File: src/rtl/forward_hazard_unit_if.sv
// Decode-to-hazard-unit bundle: decode drives the candidate instruction,
// the unit answers with stall, the registered bypass selects and a stall counter.
interface forward_hazard_unit_if #(
    parameter int ADDR_W = 5,
    parameter int NSRC   = 2,
    parameter int DEPTH  = 3
);
    localparam int SEL_W = $clog2(DEPTH + 1);
    localparam int LAT_W = $clog2(DEPTH + 1);

    logic                    id_valid;
    logic [NSRC*ADDR_W-1:0]  id_src;
    logic [NSRC-1:0]         id_src_used;
    logic [ADDR_W-1:0]       id_rd;
    logic                    id_regwrite;
    logic [LAT_W-1:0]        id_lat;
    logic                    flush;
    logic                    stall;
    logic [NSRC*SEL_W-1:0]   fwd_sel_q;
    logic [15:0]             stall_cnt;

    modport master (
        output id_valid, id_src, id_src_used, id_rd, id_regwrite, id_lat, flush,
        input  stall, fwd_sel_q, stall_cnt
    );

    modport slave (
        input  id_valid, id_src, id_src_used, id_rd, id_regwrite, id_lat, flush,
        output stall, fwd_sel_q, stall_cnt
    );
endinterface

File: src/rtl/forward_hazard_unit.sv
// Operand-forwarding and load-use hazard unit: a shifting scoreboard of recent
// producers decides, per source, whether to bypass, read the register file or stall.
module forward_hazard_unit #(
    parameter int ADDR_W = 5,
    parameter int NSRC   = 2,
    parameter int DEPTH  = 3
) (
    input  logic                 clk,
    input  logic                 reset_n,
    forward_hazard_unit_if.slave bus
);
    localparam int SEL_W = $clog2(DEPTH + 1);
    localparam int LAT_W = $clog2(DEPTH + 1);

    typedef struct packed {
        logic              v;
        logic [ADDR_W-1:0] rd;
        logic [LAT_W-1:0]  cnt;   // cycles until the result reaches a bypassable register
    } entry_t;

    entry_t [DEPTH-1:0]     sb_q, sb_d;
    logic [NSRC*SEL_W-1:0]  fwd_sel_q, fwd_sel_d, sel_next;
    logic [15:0]            stall_cnt_q, stall_cnt_d;
    logic [NSRC-1:0]        hazard;
    logic [ADDR_W-1:0]      src;
    logic [LAT_W-1:0]       lat_clip;
    logic                   found;
    logic                   stall;
    logic                   take;

    // Youngest-match search: entry 0 is the most recent producer, so the first hit wins.
    always_comb begin
        // NOTE: blocking assignments with defaults first keep this purely combinational (no latches).
        hazard   = '0;
        sel_next = '0;
        src      = '0;
        found    = 1'b0;
        for (int i = 0; i < NSRC; i++) begin
            src   = bus.id_src[i*ADDR_W +: ADDR_W];
            found = 1'b0;
            for (int j = 0; j < DEPTH; j++) begin
                if (!found && bus.id_src_used[i] && sb_q[j].v &&
                    (sb_q[j].rd == src) && (src != '0)) begin
                    found = 1'b1;
                    if (sb_q[j].cnt > LAT_W'(1)) hazard[i] = 1'b1;
                    else                         sel_next[i*SEL_W +: SEL_W] = SEL_W'(j + 1);
                end
            end
        end
    end

    always_comb begin
        stall = bus.id_valid & ~bus.flush & (|hazard);
        take  = bus.id_valid & ~stall & ~bus.flush;

        if (bus.id_lat == '0)                    lat_clip = LAT_W'(1);
        else if (bus.id_lat > LAT_W'(DEPTH))     lat_clip = LAT_W'(DEPTH);
        else                                     lat_clip = bus.id_lat;

        // A stalled or flushed slot still shifts in as an invalid bubble.
        sb_d       = '0;
        sb_d[0].v  = take & bus.id_regwrite & (bus.id_rd != '0);
        sb_d[0].rd = bus.id_rd;
        sb_d[0].cnt = lat_clip;
        for (int j = 1; j < DEPTH; j++) begin
            sb_d[j] = sb_q[j-1];
            if (sb_q[j-1].cnt != '0) sb_d[j].cnt = sb_q[j-1].cnt - LAT_W'(1);
        end

        fwd_sel_d   = take ? sel_next : '0;
        stall_cnt_d = (stall && (stall_cnt_q != 16'hFFFF)) ? stall_cnt_q + 16'd1 : stall_cnt_q;
    end

    always_ff @(posedge clk or negedge reset_n) begin
        if (!reset_n) begin
            // NOTE: the scoreboard is a handful of flops, and stale valid bits would create
            // phantom hazards, so the whole array is reset rather than just the valid bits.
            sb_q        <= '0;
            fwd_sel_q   <= '0;
            stall_cnt_q <= '0;
        end else begin
            sb_q        <= sb_d;
            fwd_sel_q   <= fwd_sel_d;
            stall_cnt_q <= stall_cnt_d;
        end
    end

    assign bus.stall     = stall;
    assign bus.fwd_sel_q = fwd_sel_q;
    assign bus.stall_cnt = stall_cnt_q;
endmodule

File: src/flat_wrapper.sv
// flat-port wrapper written by rule: the top's interface ports become plain ports
module forward_hazard_unit_flat 
#(
    parameter int ADDR_W = 5,
    parameter int NSRC   = 2,
    parameter int DEPTH  = 3
)
  (clk, reset_n, bus_id_valid, bus_id_src, bus_id_src_used, bus_id_rd, bus_id_regwrite, bus_id_lat, bus_flush, bus_stall, bus_fwd_sel_q, bus_stall_cnt);
  forward_hazard_unit_if #(.ADDR_W(ADDR_W), .NSRC(NSRC), .DEPTH(DEPTH)) bus_i ();
  input  logic clk;
  input  logic reset_n;
  input wire logic [$bits(bus_i.id_valid)-1:0] bus_id_valid;
  input wire logic [$bits(bus_i.id_src)-1:0] bus_id_src;
  input wire logic [$bits(bus_i.id_src_used)-1:0] bus_id_src_used;
  input wire logic [$bits(bus_i.id_rd)-1:0] bus_id_rd;
  input wire logic [$bits(bus_i.id_regwrite)-1:0] bus_id_regwrite;
  input wire logic [$bits(bus_i.id_lat)-1:0] bus_id_lat;
  input wire logic [$bits(bus_i.flush)-1:0] bus_flush;
  output wire logic [$bits(bus_i.stall)-1:0] bus_stall;
  output wire logic [$bits(bus_i.fwd_sel_q)-1:0] bus_fwd_sel_q;
  output wire logic [$bits(bus_i.stall_cnt)-1:0] bus_stall_cnt;
  assign bus_i.id_valid = bus_id_valid;
  assign bus_i.id_src = bus_id_src;
  assign bus_i.id_src_used = bus_id_src_used;
  assign bus_i.id_rd = bus_id_rd;
  assign bus_i.id_regwrite = bus_id_regwrite;
  assign bus_i.id_lat = bus_id_lat;
  assign bus_i.flush = bus_flush;
  assign bus_stall = bus_i.stall;
  assign bus_fwd_sel_q = bus_i.fwd_sel_q;
  assign bus_stall_cnt = bus_i.stall_cnt;
  forward_hazard_unit #(.ADDR_W(ADDR_W), .NSRC(NSRC), .DEPTH(DEPTH)) u_core (.clk(clk), .reset_n(reset_n), .bus(bus_i));
endmodule
File: config.mk
export PLATFORM = sky130hd
export DESIGN_NAME = forward_hazard_unit_flat
export DESIGN_NICKNAME = d
export VERILOG_FILES = /design/src/rtl/forward_hazard_unit_if.sv /design/src/rtl/forward_hazard_unit.sv /design/src/flat_wrapper.sv
export SDC_FILE = /design/constraint.sdc
export NUM_CORES = 1
export LEC_CHECK = 0
export CAP_MARGIN = 20
export CORE_AREA = 2 2 70 72
export DETAILED_ROUTE_END_ITERATION = 6
export DIE_AREA = 0 0 72 74
export GPL_TIMING_DRIVEN = 0
export PLACE_DENSITY = 0.72
export SYNTH_ARGS = -nofsm -noshare
export SYNTH_HDL_FRONTEND = slang
export SYNTH_SLANG_ARGS = --single-unit
File: constraint.sdc
create_clock -name clk -period 5.96 [get_ports clk]
set_input_delay 0.596 -clock clk [delete_from_list [all_inputs] [get_ports clk]]
set_output_delay 0.596 -clock clk [all_outputs]
set_load 0.01 [all_outputs]
## Yosys cells after proc, flatten, opt, wreduce, memory -nomap -nowiden

Cells that the tools add are included.

| word-level totals | value |
|---|---|
| register bits after elaboration | 44 |
| logic and storage cells | 98 |
| input port bits | 24 |

| operators by class | value |
|---|---|
| reductions and logical operators | 34 |
| add/subtract/negate cells | 3 |
| eq/ne operators | 7 |
| magnitude comparators | 4 |
| bitwise logic cells | 8 |
| muxes and demuxes | 31 |

Operator list:

| kind | number |
|---|---|
| equality test 5 bit | 6 |
| two-way mux 2 bit | 13 |
| logical AND 1 bit | 23 |
| two-way mux 1 bit | 17 |
| adder 16 x 1 -> 16 bit (second input constant) | 1 |
| != test 16 bit (second input constant) | 1 |
| nonzero test 5 bit | 3 |
| AND 1 bit | 6 |
| > comparator 2 x 1 -> 1 bit (second input constant) | 3 |
| logical NOT 1 bit | 4 |
| two-way mux 4 bit | 1 |
| nonzero test 2 bit | 2 |
| subtractor 2 x 1 -> 2 bit (second input constant) | 2 |
| > comparator 2 bit (second input constant) | 1 |
| logical NOT 2 bit | 1 |
| NOT 1 bit | 2 |
| OR reduction 2 bit | 1 |

## Logic depth before layout (Yosys ltp)

Gate-level depths: netlist (run 1).

| depth | value |
|---|---|
| word-level depth | 23 |
| depth in mapped cells | 8 |
| depth with buffers taken out | 8 |

## Worst setup path before layout (run 1)

No wires, ideal clock.

| path | value |
|---|---|
| path type | input -> output |
| start point | input port bus_id_src[0] |
| end point | output port bus_stall |
| arrival time | 1.961 ns |
| data required time | 5.364 ns |
| cell stages on the path | 7 |
| slack | 3.403 ns |
| path through | or4_1 o21ai_1 o21bai_1 or2b_1 o221ai_2 nor2_2 nor2_1 |

| between the ends | value |
|---|---|
| word-level cells in the longest chain between the ends | 18 |
| elaborated cells between the ends (all ways) | 25 |
| classes of those cells | 3 x eq/ne; 7 x mux; 1 x bitwise; 14 x reduce/logical |

Ends and longest elaborated chain:

| what | RTL line | source |
|---|---|---|
| start, declared | flat_wrapper.sv:13 | `input wire logic [$bits(bus_i.id_src)-1:0] bus_id_src;` |
| equality test 5 bit | forward_hazard_unit.sv:43 | `(sb_q[j].rd == src) && (src != '0)) begin` |
| logical AND 1 bit | forward_hazard_unit.sv:42 | `if (!found && bus.id_src_used[i] && sb_q[j].v &&` |
| logical AND 1 bit | forward_hazard_unit.sv:43 |  |
| two-way mux 1 bit | forward_hazard_unit.sv:42 |  |
| logical NOT 1 bit | forward_hazard_unit.sv:42 |  |
| logical AND 1 bit (3 in series) | forward_hazard_unit.sv:42 |  |
| logical AND 1 bit | forward_hazard_unit.sv:43 |  |
| two-way mux 1 bit | forward_hazard_unit.sv:42 |  |
| logical NOT 1 bit | forward_hazard_unit.sv:42 |  |
| logical AND 1 bit (3 in series) | forward_hazard_unit.sv:42 |  |
| logical AND 1 bit | forward_hazard_unit.sv:43 |  |
| two-way mux 1 bit (*) | forward_hazard_unit.sv:42 |  |
| OR reduction 2 bit (*) | forward_hazard_unit.sv:53 | `stall = bus.id_valid & ~bus.flush & (\|hazard);` |
| AND 1 bit (*) | forward_hazard_unit.sv:53 |  |
| end, declared | flat_wrapper.sv:19 | `output wire logic [$bits(bus_i.stall)-1:0] bus_stall;` |

Mark *: on every way between the ends. The rest lies on a longest branch, timed or not.

## Final worst setup path (run 1)

Ends and elaborated chain as after synthesis.

==> results of run 1 <==
-- state kept, by name (all words and copies together) (netlist names) --
signal                count
u_core.bus.stall_cnt     16
u_core.sb_q              11
u_core.sb_d              12
u_core.bus.fwd_sel_q      4
-- cell usage after synthesis (3+ instances only) --
master and count:
dfrtp_1 43, xor2_1 29, nor2_1 17, xnor2_1 16, nand2_1 13, nor3_1 9, nor4_1 8, nand3_1 7
inv_1 4, and3_1 3, o21ai_1 3, or4_1 3
-- per-layer routing --
layer | part of all wire | vias up | wire length, microns
met5 | 0 | - | 0
met1 | 0.47 | 710 | 1910
met2 | 0.48 | 22 | 1940
met3 | 0.030 | 4 | 121
met4 | 0.019 | 0 | 76
li1 | - | 725 | -
-- worst paths after layout --
path                                                        end  cells past startpoint
setup reg to reg            u_core.bus.stall_cnt[1]$_DFFE_PN0P_                      7
max in group asynchronous  u_core.bus.stall_cnt[12]$_DFFE_PN0P_                      2
hold / removal                        u_core.sb_d[13]$_DFF_PN0_                      1
hold reg to reg                       u_core.sb_q[23]$_DFF_PN0_                      0
setup / recovery                                      bus_stall                      9
min in group clk                      u_core.sb_q[23]$_DFF_PN0_                      0
-- cell type report --
| cell class | instances | area (sq um) | share of cell area |
|---|---|---|---|
| Sequential cell | 43 | 1080 | 0.405 |
| Multi-Input combinational cell | 134 | 922 | 0.347 |
| Timing Repair Buffer | 45 | 455 | 0.171 |
| Clock buffer | 6 | 82.6 | 0.0311 |
| Tap cell | 54 | 67.6 | 0.0254 |
| Clock inverter | 2 | 35.0 | 0.0132 |
| Inverter | 4 | 15.0 | 0.00565 |
| Buffer | 1 | 3.75 | 0.00141 |
-- power groups by stage --
stage               clock network, mW  registers [mW]  logic (mW)
finish                          0.232           0.307      0.0548
global route                    0.248           0.308      0.0608
CTS                             0.235           0.307      0.0559
detailed placement                  0           0.313      0.0555
global placement                    0           0.313      0.0532
floorplan                           0           0.312      0.0225
-- cell families after synthesis --
logic type	count (synthesis)	synth area share
flip-flops	43	0.533
AO/OA/AOI/OAI	11	0.0490
multiplexers	1	0.00558
AND/OR/NAND/NOR	76	0.201
adder cells (fa/ha/maj)	1	0.00620
buffers and inverters	5	0.00930
XOR/XNOR	45	0.195
-- stage by stage --
stage                      util  power (mW)  hold slack (ns)
after global routing      0.578       0.617            0.218
after global placement    0.549       0.366            0.384
final                     0.578       0.594            0.200
after CTS                 0.578       0.599            0.207
after detailed placement  0.552       0.369            0.392
after floorplan               -       0.334            0.300
==> impl_metrics.ini, run 1 <==
[outcome]
status = finished clean

[die]
num_rows = 25
core_area_sq_mm = 0.00460
start_util = 0.439
die_w_microns = 72
die-height_microns = 74
dieArea_sq_mm = 0.00533
ioPinCount = 45

[pwr]
switchingPower_mw = 0.129
p_sw_frac = 0.218
pwr-share-comb = 0.092
internal-power_mw = 0.465
pwr-share-seq = 0.517
clockPowerShare = 0.390
worst_ir_drop_vdd_v = 0.000155
cellPowerDensity_mw_per_mm2 = 224
power.leakage_nw = 1.14

[final_layout]
num-fill-cells = 406
layout_common_cells = 43 x clkdlybuf4s50_1, 43 x dfrtp_1, 29 x xor2_1
drive_gt1_frac = 0.0809
fin_cells = 289
num-nets-final = 259
diodes = 0
syn_to_final_growth_pct = 31.8
postLayoutCellArea_sq_mm = 0.00266

[detailed_routing]
drc = 0
dr.pass1.iters = 4
wl_per_cell_microns = 14.0
wl_microns = 4050
vias = 1461
vias_per_cell = 5.06
postRouteAntennaNets = 0
drt_iter0_markers = 62

[logic_synthesis]
synth_top_flop_cell = dfrtp_1
synth_edf_count = 0
ys_seq_area_frac = 0.533
synth_fp_nets = 207
yosys_warnings = 0
avgSynthCellArea_sq_um = 11.1
synth.top_cell.area_share = 0.533
synth_seq_cells = 43
ys_top_cells_by_area = dfrtp_1 53%, xor2_1 13%, xnor2_1 6.9%
ys_types = 34
synthesis.instances = 182
yosysTopAreaCell = dfrtp_1
async_reset_ff_frac = 1.00
synth_area_sq_mm = 0.00202

[clock_tree]
postCtsResizedCells = 0
clkTransAtPathRegs_ns = 0.08
cts_made_buffers = 5
htree_levels = 2
clockRootBuffer = clkbuf_8
clock_path_buffers = 2
cts_tree = built
cts_sinks = 43
cts_setup_buffers = 0
postCtsHoldBufs = 0
clk_latency_ns = 0.29

[setup_path]
critPathLaunchType = input pin
end_kind = output pin
critPathMaxStageDelay_ns = 0.55
rrSetupSlack_ns = 3.39
cp_num_buf_inv = 2
required_ns = 5.36
slowest_stage = or4_1
r2r-start = u_core.bus.stall_cnt[7]$_DFFE_PN0P_
crit_start = bus_id_src[0]
worst-path-max-fanout = 7
crit_type = in2out
crit_chain = clkdlybuf4s50_1 > or4_1 > o21ai_1 > o21bai_1 > or2b_1 > o221ai_2 > nor2_2 > nor2_1 > clkdlybuf4s50_1
path_common_cell = clkdlybuf4s50_1
critPathArrivalTime_ns = 3.16
crit_family = simple AND/OR/NAND/NOR gates

[placed_design]
dp_cells = 281
dpl-instance-area_sq_mm = 0.00254
place_ws_ns = 2.18
gp_congestion = 0.815
dp_hpwl_microns = 3170
port_buffers = 44

[sta]
fin_skew_ns = 0.00490
hold_violations = 0
worst-slew-pin-transition_ns = 0.801
period_minus_slack_ns = 3.75
period_share = 0.630
fin_setup_tns_ns = 0
drv_slew = 0
layout_setup_ws_ns = 2.21
slew_headroom = 0.462
setup_viol = 0
fmax_ghz = 0.267
rsz0062_at_grt = false

[grt]
grt_usage = 0.174
grt_pass1_wl_microns = 6930
antenna_found_initial = 0
grt_use_met2 = 0.270
overflow = 0
top_usage_layer = met2
grt_max_degree = 30
met1_usage = 0.242
grt_pass1_vias = 1450
gr-usage-met3 = 0.0366

[hold_path]
min_path_type = in2async

[run]
maxCapViolations = 0
(Power assumes the default switching activity.)
==> inputs of run 2 (changes only) <==
--- a/config.mk
+++ b/config.mk
@@ -10,7 +10,7 @@
 export DETAILED_ROUTE_END_ITERATION = 6
 export DIE_AREA = 0 0 72 74
 export GPL_TIMING_DRIVEN = 0
-export PLACE_DENSITY = 0.72
+export PLACE_DENSITY = 0.74
 export SYNTH_ARGS = -nofsm -noshare
 export SYNTH_HDL_FRONTEND = slang
 export SYNTH_SLANG_ARGS = --single-unit
==> constraint.sdc (replaced) <==
create_clock -name clk -period 3.4 [get_ports clk]
set_input_delay 0.34 -clock clk [delete_from_list [all_inputs] [get_ports clk]]
set_output_delay 0.34 -clock clk [all_outputs]
set_load 0.01 [all_outputs]
==> impl_metrics.ini, run 2 (synthesis gave the netlist of run 1 again) <==
[outcome]
status = finished clean

[setup_path]
crit_type = in2out
slowest_stage = or4_1
critPathMaxStageDelay_ns = 0.57
required_ns = 3.06
rrSetupSlack_ns = 0.86
crit_chain = clkdlybuf4s50_1 > or4_1 > o21ai_1 > nor3_1 > o21ai_1 > o221ai_2 > nor2_4 > nor2_1 > clkdlybuf4s50_1
critPathLaunchType = input pin
end_kind = output pin
critPathArrivalTime_ns = 2.89
worst-path-max-fanout = 7

[detailed_routing]
wl_microns = 4230
drc = 0
postRouteAntennaNets = 0
vias = 1511
vias_per_cell = 5.25
dr.pass1.iters = 4
drt_iter0_markers = 81
wl_per_cell_microns = 14.7

[final_layout]
diodes = 0
num-fill-cells = 414
drive_gt1_frac = 0.0812
postLayoutCellArea_sq_mm = 0.00265
num-nets-final = 260
layout_common_cells = 43 x clkdlybuf4s50_1, 43 x dfrtp_1, 29 x xor2_1
utilization = 0.576
largest_reg_flops = 16
syn_to_final_growth_pct = 31.2

[sta]
hold_slack_ns = 0.389
fin_setup_tns_ns = 0
hold_violations = 0
fmax_ghz = 0.310
period_minus_slack_ns = 3.23
rsz0062_at_grt = false
setup_viol = 0
worst-slew-pin-transition_ns = 0.759
period_share = 0.950
drv_slew = 0
fin_skew_ns = 0.00768
slew_headroom = 0.490

[grt]
grt_pass1_vias = 1545
grt_pass1_wl_microns = 7270
overflow = 0
grt_usage = 0.179
antenna_found_initial = 0
grt_max_degree = 42

[run]
maxCapViolations = 0

[clock_tree]
cts_made_buffers = 5
cts_sinks = 43
clockRootBuffer = clkbuf_8
clkTransAtPathRegs_ns = 0.07
cts_setup_buffers = 0
clk_latency_ns = 0.28
clock_path_buffers = 2
htree_levels = 2
cts_tree = built

[placed_design]
dpl-instance-area_sq_mm = 0.00254
port_buffers = 44
dp_hpwl_microns = 3250
gp_congestion = 0.829

[die]
num_rows = 25
start_util = 0.439
core_area_sq_mm = 0.00460
die-height_microns = 74
dieArea_sq_mm = 0.00533
ioPinCount = 45
die_w_microns = 72

[pwr]
cellPowerDensity_mw_per_mm2 = 352
worst_ir_drop_vdd_v = 0.000229
power.leakage_nw = 1.13
power_mw = 0.932

[hold_path]
min_path_type = in2async
## run 2: routing by layer
metal,global-route usage,vias to the layer above,part of all wire
met5,0,-,0
met4,0.0755,0,0.020
met3,0.0285,9,0.035
met2,0.292,37,0.50
met1,0.242,738,0.45
li1,-,727,-
## run 2: path summary, 6_finish.rpt
kind,start,to,cells past startpoint
max,bus_id_src[5],bus_stall,9
min,reset_n,u_core.sb_d[13]$_DFF_PN0_,2
max reg2reg,u_core.bus.stall_cnt[7]$_DFFE_PN0P_,u_core.bus.stall_cnt[1]$_DFFE_PN0P_,7
min reg2reg,u_core.sb_d[23]$_DFF_PN0_,u_core.sb_q[23]$_DFF_PN0_,0
max in group asynchronous,reset_n,u_core.bus.stall_cnt[2]$_DFFE_PN0P_,3
min in group clk,u_core.sb_d[23]$_DFF_PN0_,u_core.sb_q[23]$_DFF_PN0_,0
## run 2: stage by stage
step                std cells  worst slack (ns)
detailed placement        281             0.107
CTS                       288            0.0873
finish                    288             0.170
global route              288            0.0357
floorplan                 182              1.21
global placement          280             0.139
## run 2: timing repair
action	4_1_cts	5_1_grt
hold buffers	1	0
hold endpoints to repair	2	0
endpoints found under the setup margin	0	1
resized for setup	0	4
## run 2: area by class of cell
class,instances,area [sq um],share of cell area
inverters,4,15.0,0.00567
repair buffers,46,465,0.176
multi-input cells,134,946,0.357
well taps,54,67.6,0.0255
clock buffers,6,72.6,0.0274
plain buffers,1,3.75,0.00142
flip-flops and latches,43,1080,0.407
## run 2: critical path, delay by kind of cell
| kind | cells | cell delay [ns] |
|---|---|---|
| AOI/OAI and AO/OA | 3 | 0.55 |
| and+or+nand+nor | 4 | 0.96 |
| buffers and inverters | 2 | 1.03 |
## run 2: power breakdown
group          internal (mW)  switching, mW  leakage (nW)
logic                 0.0535         0.0473         0.541
clock network          0.137          0.154        0.0371
registers              0.525         0.0141         0.551
total                  0.716          0.216          1.13
